`config.mk`:
```
export PLATFORM = sky130hd
export DESIGN_NAME = i2c_master_read_byte_flat
export DESIGN_NICKNAME = d
export VERILOG_FILES = /design/src/rtl/i2c_master_read_byte_if.sv /design/src/rtl/i2c_master_read_byte.sv /design/src/flat_wrapper.sv
export SDC_FILE = /design/constraint.sdc
export NUM_CORES = 1
export LEC_CHECK = 0
export ABC_CLOCK_PERIOD_IN_PS = 1500
export BUFFER_PORTS_ARGS = -buffer_cell sky130_fd_sc_hd__buf_4
export CAP_MARGIN = 0
export CORE_UTILIZATION = 48
export DETAILED_ROUTE_END_ITERATION = 7
export HOLD_SLACK_MARGIN = 0.12
export PLACE_DENSITY = 0.7
export SYNTH_ARGS = -nofsm -noshare
export SYNTH_HDL_FRONTEND = slang
export SYNTH_SLANG_ARGS = --single-unit
```
`constraint.sdc`:
```
create_clock -name clk -period 1.5 [get_ports clk]
set_input_delay 0.225 -clock clk [delete_from_list [all_inputs] [get_ports clk]]
set_output_delay 0.225 -clock clk [all_outputs]
set_load 0.01 [all_outputs]
```
`src/rtl/i2c_master_read_byte_if.sv`:
```
// Bus between the byte receive stage, the transaction controller above it
// and the bit-level read/write stage below it.
// master: the byte receive stage's view. slave: the surrounding logic's view.
interface i2c_master_read_byte_if #(
  parameter int NUM_BITS = 8
);
  // transaction controller side
  logic                start;
  logic                send_ack;
  logic                busy;
  logic [NUM_BITS-1:0] byte_data;
  logic                byte_valid;
  logic                timeout_error;

  // bit stage side
  logic                bit_read_req;
  logic                bit_read_ready;
  logic                bit_data;
  logic                bit_write_req;
  logic                bit_write_value;
  logic                bit_write_ready;
  logic                bit_timeout;

  modport master (
    input  start,
    input  send_ack,
    output busy,
    output byte_data,
    output byte_valid,
    output timeout_error,
    output bit_read_req,
    input  bit_read_ready,
    input  bit_data,
    output bit_write_req,
    output bit_write_value,
    input  bit_write_ready,
    input  bit_timeout
  );

  modport slave (
    output start,
    output send_ack,
    input  busy,
    input  byte_data,
    input  byte_valid,
    input  timeout_error,
    input  bit_read_req,
    output bit_read_ready,
    output bit_data,
    input  bit_write_req,
    input  bit_write_value,
    output bit_write_ready,
    output bit_timeout
  );
endinterface

```
`src/rtl/i2c_master_read_byte.sv`:
```
// Byte receive stage of the I2C master. Issues NUM_BITS bit reads to the
// bit stage, assembles them MSB-first, then writes one ACK/NACK bit and
// hands the byte upward with a one-cycle valid pulse. A clock-stretch
// timeout reported by the bit stage aborts the byte with an error pulse.
//
// state      | meaning
// -----------+------------------------------------------------------------
// IDLE       | waiting for start; busy low
// READ_REQ   | bit_read_req pulse for the next data bit
// READ_WAIT  | waiting for bit_read_ready; shift in bit or abort on timeout
// ACK_REQ    | bit_write_req pulse carrying ACK (0) / NACK (1)
// ACK_WAIT   | waiting for bit_write_ready; finish or abort on timeout
// DONE       | byte_data presented with the byte_valid pulse
module i2c_master_read_byte #(
  parameter int NUM_BITS = 8
) (
  input logic                    clk,
  input logic                    reset_n,
  i2c_master_read_byte_if.master bus
);

  localparam int CNT_W = $clog2(NUM_BITS + 1);
  // Count value held while the final bit is outstanding.
  localparam logic [CNT_W-1:0] CNT_LAST = CNT_W'(NUM_BITS - 1);
  localparam logic [CNT_W-1:0] CNT_ONE  = CNT_W'(1);

  localparam logic [2:0] ST_IDLE      = 3'd0;
  localparam logic [2:0] ST_READ_REQ  = 3'd1;
  localparam logic [2:0] ST_READ_WAIT = 3'd2;
  localparam logic [2:0] ST_ACK_REQ   = 3'd3;
  localparam logic [2:0] ST_ACK_WAIT  = 3'd4;
  localparam logic [2:0] ST_DONE      = 3'd5;

  logic [2:0]          state;
  logic [2:0]          state_nxt;
  logic [CNT_W-1:0]    bit_cnt;
  logic [NUM_BITS-1:0] shift_reg;
  logic [NUM_BITS-1:0] data_q;
  logic                write_value_q;
  logic                timeout_q;

  logic                start_ok;
  logic                read_hit;
  logic                write_hit;
  logic                read_good;
  logic                write_good;
  logic                abort;

  // A start landing in the IDLE cycle that carries a timeout pulse is the
  // controller's request racing the abort; it must be reissued, so drop it.
  assign start_ok   = bus.start && (state == ST_IDLE) && !timeout_q;

  // Ready strobes only count in the matching wait state.
  assign read_hit   = bus.bit_read_ready  && (state == ST_READ_WAIT);
  assign write_hit  = bus.bit_write_ready && (state == ST_ACK_WAIT);
  assign read_good  = read_hit  && !bus.bit_timeout;
  assign write_good = write_hit && !bus.bit_timeout;
  assign abort      = (read_hit || write_hit) && bus.bit_timeout;

  // Next-state selection.
  always_comb begin
    state_nxt = state;
    case (state)
      ST_IDLE: begin
        if (start_ok) begin
          state_nxt = ST_READ_REQ;
        end
      end
      ST_READ_REQ: begin
        state_nxt = ST_READ_WAIT;
      end
      ST_READ_WAIT: begin
        if (read_hit) begin
          if (bus.bit_timeout) begin
            state_nxt = ST_IDLE;
          end else if (bit_cnt == CNT_LAST) begin
            state_nxt = ST_ACK_REQ;
          end else begin
            state_nxt = ST_READ_REQ;
          end
        end
      end
      ST_ACK_REQ: begin
        state_nxt = ST_ACK_WAIT;
      end
      ST_ACK_WAIT: begin
        if (write_hit) begin
          state_nxt = bus.bit_timeout ? ST_IDLE : ST_DONE;
        end
      end
      ST_DONE: begin
        state_nxt = ST_IDLE;
      end
      default: begin
        state_nxt = ST_IDLE;
      end
    endcase
  end

  // State register.
  always_ff @(posedge clk or negedge reset_n) begin
    if (!reset_n) begin
      state <= ST_IDLE;
    end else begin
      state <= state_nxt;
    end
  end

  // Shift register and bit counter: cleared per byte, advanced per good bit.
  // The counter tops out at NUM_BITS, which its width always holds.
  always_ff @(posedge clk or negedge reset_n) begin
    if (!reset_n) begin
      shift_reg <= '0;
      bit_cnt   <= '0;
    end else if (start_ok) begin
      shift_reg <= '0;
      bit_cnt   <= '0;
    end else if (read_good) begin
      shift_reg <= (shift_reg << 1) | NUM_BITS'(bus.bit_data);
      bit_cnt   <= bit_cnt + CNT_ONE;
    end
  end

  // ACK/NACK value latched at start; idles at NACK.
  always_ff @(posedge clk or negedge reset_n) begin
    if (!reset_n) begin
      write_value_q <= 1'b1;
    end else if (start_ok) begin
      write_value_q <= ~bus.send_ack;
    end
  end

  // Output byte loads as DONE is entered so it is valid alongside byte_valid.
  always_ff @(posedge clk or negedge reset_n) begin
    if (!reset_n) begin
      data_q <= '0;
    end else if (write_good) begin
      data_q <= shift_reg;
    end
  end

  // Timeout pulse, coincident with the return to IDLE.
  always_ff @(posedge clk or negedge reset_n) begin
    if (!reset_n) begin
      timeout_q <= 1'b0;
    end else begin
      timeout_q <= abort;
    end
  end

  assign bus.busy            = (state != ST_IDLE);
  assign bus.bit_read_req    = (state == ST_READ_REQ);
  assign bus.bit_write_req   = (state == ST_ACK_REQ);
  assign bus.byte_valid      = (state == ST_DONE);
  assign bus.byte_data       = data_q;
  assign bus.bit_write_value = write_value_q;
  assign bus.timeout_error   = timeout_q;

endmodule

```
`src/flat_wrapper.sv`:
```
// flat-port wrapper written by rule: the top's interface ports become plain ports
module i2c_master_read_byte_flat 
#(
  parameter int NUM_BITS = 8
)
  (clk, reset_n, bus_start, bus_send_ack, bus_busy, bus_byte_data, bus_byte_valid, bus_timeout_error, bus_bit_read_req, bus_bit_read_ready, bus_bit_data, bus_bit_write_req, bus_bit_write_value, bus_bit_write_ready, bus_bit_timeout);
  i2c_master_read_byte_if #(.NUM_BITS(NUM_BITS)) bus_i ();
  input logic clk;
  input logic reset_n;
  input wire logic [$bits(bus_i.start)-1:0] bus_start;
  input wire logic [$bits(bus_i.send_ack)-1:0] bus_send_ack;
  output wire logic [$bits(bus_i.busy)-1:0] bus_busy;
  output wire logic [$bits(bus_i.byte_data)-1:0] bus_byte_data;
  output wire logic [$bits(bus_i.byte_valid)-1:0] bus_byte_valid;
  output wire logic [$bits(bus_i.timeout_error)-1:0] bus_timeout_error;
  output wire logic [$bits(bus_i.bit_read_req)-1:0] bus_bit_read_req;
  input wire logic [$bits(bus_i.bit_read_ready)-1:0] bus_bit_read_ready;
  input wire logic [$bits(bus_i.bit_data)-1:0] bus_bit_data;
  output wire logic [$bits(bus_i.bit_write_req)-1:0] bus_bit_write_req;
  output wire logic [$bits(bus_i.bit_write_value)-1:0] bus_bit_write_value;
  input wire logic [$bits(bus_i.bit_write_ready)-1:0] bus_bit_write_ready;
  input wire logic [$bits(bus_i.bit_timeout)-1:0] bus_bit_timeout;
  assign bus_i.start = bus_start;
  assign bus_i.send_ack = bus_send_ack;
  assign bus_busy = bus_i.busy;
  assign bus_byte_data = bus_i.byte_data;
  assign bus_byte_valid = bus_i.byte_valid;
  assign bus_timeout_error = bus_i.timeout_error;
  assign bus_bit_read_req = bus_i.bit_read_req;
  assign bus_i.bit_read_ready = bus_bit_read_ready;
  assign bus_i.bit_data = bus_bit_data;
  assign bus_bit_write_req = bus_i.bit_write_req;
  assign bus_bit_write_value = bus_i.bit_write_value;
  assign bus_i.bit_write_ready = bus_bit_write_ready;
  assign bus_i.bit_timeout = bus_bit_timeout;
  i2c_master_read_byte #(.NUM_BITS(NUM_BITS)) u_core (.clk(clk), .reset_n(reset_n), .bus(bus_i));
endmodule
```
; After elaboration in Yosys (flattened, before gate mapping)
; Index checks and enable logic that the tools add are counted.
[totals]
reg_bits = 25
latch_bits = 0
mem_bits_rw = 0
rom_bits = 0
mem_count = 0
[op_classes]
n_addsub = 1
n_mul = 0
div_mod_pow = 0
n_lt_le_gt_ge = 0
n_eq_ne = 9
shifts = 0
muxes = 11
bitwise = 2
reduce_logical = 14
[ops]
columns = operator, n
row1 = two-way mux 8 bit, 2
row2 = two-way mux 3 bit, 5
row3 = case mux 3 bit (5 select lines), 1
row4 = two-way mux 4 bit, 2
row5 = OR 8 x 1 -> 8 bit, 1
row6 = logical AND 1 bit, 7
row7 = == test 3 x 2 -> 1 bit (second input constant), 2
row8 = == test 3 bit (second input constant), 2
row9 = != test 2 x 1 -> 1 bit (second input constant), 3
row10 = adder 4 x 1 -> 4 bit (second input constant), 1
row11 = == test 4 x 3 -> 1 bit (second input constant), 1
row12 = == test 3 x 1 -> 1 bit (second input constant), 1
row13 = logical NOT 3 bit, 1
row14 = AND reduction 3 bit, 1
row15 = nonzero test 3 bit, 1
row16 = logical NOT 1 bit, 2
row17 = two-way mux 2 bit, 1
row18 = nonzero test 2 bit, 1
row19 = logical OR 1 bit, 1
row20 = NOT 1 bit, 1

; Logic depth before layout (Yosys ltp)
[depth]
word_depth = 5
depth_mapped = 6
mapped_depth_nobuf = 4

; Worst setup path before layout
; Ideal clock, no wire load.
[synth_path]
kind = reg2reg
from = register u_core.state[1]
to = register u_core.bit_cnt[0]
arrival_time_ps = 1518
required_ps = 1375
path_slack_ps = -144
path_stages_with_launch = 7
path_buffers = 3
synth_period_minus_slack_ps = 1644
cell_sequence = dfrtp_1 -> buf_6 -> or3_4 -> buf_6 -> o2bb2a_4 -> buf_6 -> mux2_4
[synth_via]
elab_chain_cells = 4
[synth_lines]
columns = item, line
row1 = "start, declared", i2c_master_read_byte.sv:34  ; logic [2:0] state;
row2 = "start signal, assigned", i2c_master_read_byte.sv:105  ; state <= state_nxt;
row3 = == test 3 x 2 -> 1 bit / logical NOT 3 bit (equally long branches), "i2c_master_read_byte.sv:54, i2c_master_read_byte.sv:51"
row4 = logical AND 1 bit (on tied branches), "i2c_master_read_byte.sv:54, i2c_master_read_byte.sv:51"
row5 = logical AND 1 bit (on tied branches), "i2c_master_read_byte.sv:56, i2c_master_read_byte.sv:51"
row6 = nonzero test 2 bit (no line) / two-way mux 4 bit (equally long branches), -
row7 = "end signal, assigned", i2c_master_read_byte.sv:120  ; bit_cnt <= bit_cnt + CNT_ONE;
row8 = "end, declared", i2c_master_read_byte.sv:36  ; logic [CNT_W-1:0] bit_cnt;
; Parallel ways exist; a longest one is shown, timed or not.
; A chain may end at the register's enable or synchronous reset.

; Final worst setup path
[layout_path]
from = register u_core.state[0]
to = register u_core.bit_cnt[3]
; Same word-level chain as after synthesis.

==> out/qor.txt <==
antenna violations before repair: 0
launching element type of the critical path: flop
highest achievable clock rate: 623 MHz
cell-internal power: 1.45 mW
die area: 2610 µm²
final worst path period need: 1.60 ns
share of synthesized cell area in full adder, half adder and majority cells: 1.08%
Die Y: 51.1 µm
final core utilization: 70.6%
number of detailed-routing iterations run before antenna repair: 4
cells after synthesis: 87
worst skew pair latency: 0.32 ns
final sum of negative setup slack: -0.358 ns
final hold violation count: 0
first-pass GRT wire length: 3840 µm
Buffers & Inverters on Critical Path: 1
Post-Synthesis Net Count: 96
synthesized-area fraction occupied by xor and xnor cells: 0%
Peak VDD IR: 0.00107 V
top library cells by usage in the layout, fill and taps aside: sky130_fd_sc_hd__buf_4, sky130_fd_sc_hd__dfrtp_1, sky130_fd_sc_hd__mux2_2, sky130_fd_sc_hd__a22o_2, sky130_fd_sc_hd__buf_6
Chip Width: 51.1 µm
clock transition at the registers of the reported paths: 0.13 ns
async set-reset flop share out of synthesis: 100%
number of nets in the finished design: 136
number of instances in the placed design: 138
number of max-slew violations in the final report: 0
DRT iter0 DRCs: 17
slew at the pin closest to its max-slew limit: 0.313 ns
mean instance size in the synthesized netlist: 13.3 µm²
total of fill cells in the finished design: 152
EDFF count, synth: 0
number of DRC violations after detailed routing: 0
cell area after synthesis: 1160 µm²
maximum number of pins on one net before global-route repair: 26
power density relative to cell area: 1360 nW/µm²
area fraction in and, or, nand and nor cells after synthesis: 14.3%
number of distinct library cells after synthesis: 32
# IOs: 22
clock tree from TritonCTS: done
worst setup skew after layout: 0.00336 ns
worst path setup slack after routing: -0.105 ns
Root Driver: sky130_fd_sc_hd__clkbuf_4
number of rows created at floorplan: 17
cell family with most CP delay: simple AND/OR/NAND/NOR gates
share of layout cells above drive strength 1: 62.7%
sequence of cells on the critical path: buf_6, or3b_4, or4_4, a21oi_2
storage element area: 629 µm²
number of maximum-capacitance constraint violations: 0
level count of the clock H-tree: 1
Area growth syn-to-layout: 36.3%
Clock Path Buffers: 2
unrepaired setup endpoints after global routing: true
Reg power frac: 39.7%
fraction of the mapped netlist area in compound gates: 15.8%
via count of the first global-routing pass: 824
worst relative slew slack: 79.1%
total overflow reported by the global router: 0
effective utilization at floorplan: 51.8%
violated checks: setup timing
part of the power in combinational logic: 46.3%
top flip-flop cell by instance count after synthesis: sky130_fd_sc_hd__dfrtp_1
crit path capture type: flop
switching fraction of total power: 32.6%
number of warnings printed during yosys synthesis: 0
Worst EP arrival: 1.86 ns
share of synthesized area spent on multiplexers: 9.95%
final weighted congestion in routability-driven placement: 0.831
leakage power total: 0.785 nW
post-detailed-route via-to-cell ratio: 5.49
clk sink count: 25
largest stage delay on the critical path: 0.47 ns
worst min path class: primary input to flop
Yosys reg bits: 25
endpoint required time on the critical path: 1.76 ns
final wirelength: 2410 µm
NetSw: 701 µW
Ant. Diodes: 0
area of combinational cells with multiple inputs: 528 µm²
slowest cell on the critical path: sky130_fd_sc_hd__dfrtp_2
sequential area share after synthesis: 54.2%
maximum fanout along the worst path: 4
final antenna-violating net count: 0
most common cell after layout, fill and taps aside: sky130_fd_sc_hd__buf_4
Layout Cells excl Fill: 154
count of input and output buffers: 21
share of the clock period used by the worst path after layout: 107%
vias: 846
Post-DP HPWL: 1520 µm
status: complete, but fails checks
total global routing track utilization: 20.6%
routed length per placed instance: 15.6 µm
Worst Hold Margin: 0.177 ns
# setup viols final: 11
share of total power in the clock network: 14.0%
worst setup path category: flop to flop
Std-Cell Core Area: 2230 µm²
number of buffers inserted during clock tree synthesis: 3
main combinational cell family by area after synthesis: compound AO/OA/AOI/OAI gates
==> cell usage after synthesis, drive strengths merged (2+ instances only) <==
cell type / instances / area (µm²)
or3b: 3 / 26.3
o21ai: 2 / 10.0
nor3b: 2 / 15.0
nand2: 3 / 11.3
nand3: 2 / 10.0
nand3b: 2 / 15.0
a22o: 9 / 90.1
a21oi: 3 / 15.0
nor2: 3 / 11.3
and3b: 2 / 20.0
a21o: 2 / 16.3
dfrtp: 24 / 601
o31ai: 2 / 15.0
buf: 6 / 55.1
mux2: 9 / 105
==> path summary, 6_finish.rpt <==
kind,endpoint,slack (ns),from,depth (start not counted)
setup / recovery,u_core.bit_cnt[3],-0.10,u_core.state[0],4
hold / removal,u_core.state[0],0.18,bus_bit_write_ready,3
setup reg to reg,u_core.bit_cnt[3],-0.10,u_core.state[0],4
hold reg to reg,u_core.bit_cnt[2],0.49,u_core.bit_cnt[2],1
max in group asynchronous,u_core.bus.bit_write_value,0.89,reset_n,2
min in group asynchronous,u_core.bus.byte_data[7],0.32,reset_n,2
==> metrics by stage <==
stage | setup slack [ns] | power, mW | cell area (µm²)
after detailed placement | -0.0303 | 1.56 | 1360
after floorplan | -0.143 | 1.36 | 1160
after global placement | 0.0238 | 1.55 | 1360
after global routing | -0.136 | 2.26 | 1580
final | -0.105 | 2.15 | 1580
after CTS | -0.0639 | 2.01 | 1490
==> routing by layer <==
| metal | track usage, % | part of all wire [%] | vias up |
|---|---|---|---|
| li1 | - | - | 401 |
| met1 | 25.7 | 45 | 419 |
| met2 | 34.6 | 51 | 22 |
| met3 | 2.68 | 2.7 | 4 |
| met4 | 10.6 | 1.3 | 0 |
| met5 | 0 | 0 | - |
==> logic make-up after synthesis <==
logic type	Yosys count
AO/OA/AOI/OAI	21
adder cells (fa/ha/maj)	1
buffers and inverters	6
flip-flops	25
multiplexers	10
AND/OR/NAND/NOR	24
==> power by group through the flow <==
stage	sequential, mW	combinational (mW)	clock (mW)
after floorplan	0.838	0.525	0
after global placement	0.865	0.682	0
after detailed placement	0.875	0.688	0
after CTS	0.838	0.856	0.315
after global routing	0.863	1.06	0.332
final	0.853	0.994	0.301
==> area by class of cell <==
| type | count | area share (%) |
|---|---|---|
| flip-flops and latches | 25 | 39.9 |
| multi-input cells | 56 | 33.5 |
| repair buffers | 41 | 22.7 |
| well taps | 28 | 2.22 |
| clock buffers | 3 | 1.43 |
| clock inverters | 1 | 0.317 |
==> what timing repair did <==
item	in CTS	in global routing
gates resized for setup	7	13
endpoints found under the hold margin	27	0
setup endpoints to repair	18	24
hold buffers	3	0
pin swaps	3	2
gates cloned	0	0
buffers inserted	7	3
==> worst register-to-register path, stage by stage, from the launching register on <==
cell	delay, ns
sky130_fd_sc_hd__dfrtp_2	0.47
sky130_fd_sc_hd__buf_6	0.13
sky130_fd_sc_hd__or3b_4	0.39
sky130_fd_sc_hd__or4_4	0.43
sky130_fd_sc_hd__a21oi_2	0.13
Note: power is estimated with default switching activity, not from simulation.
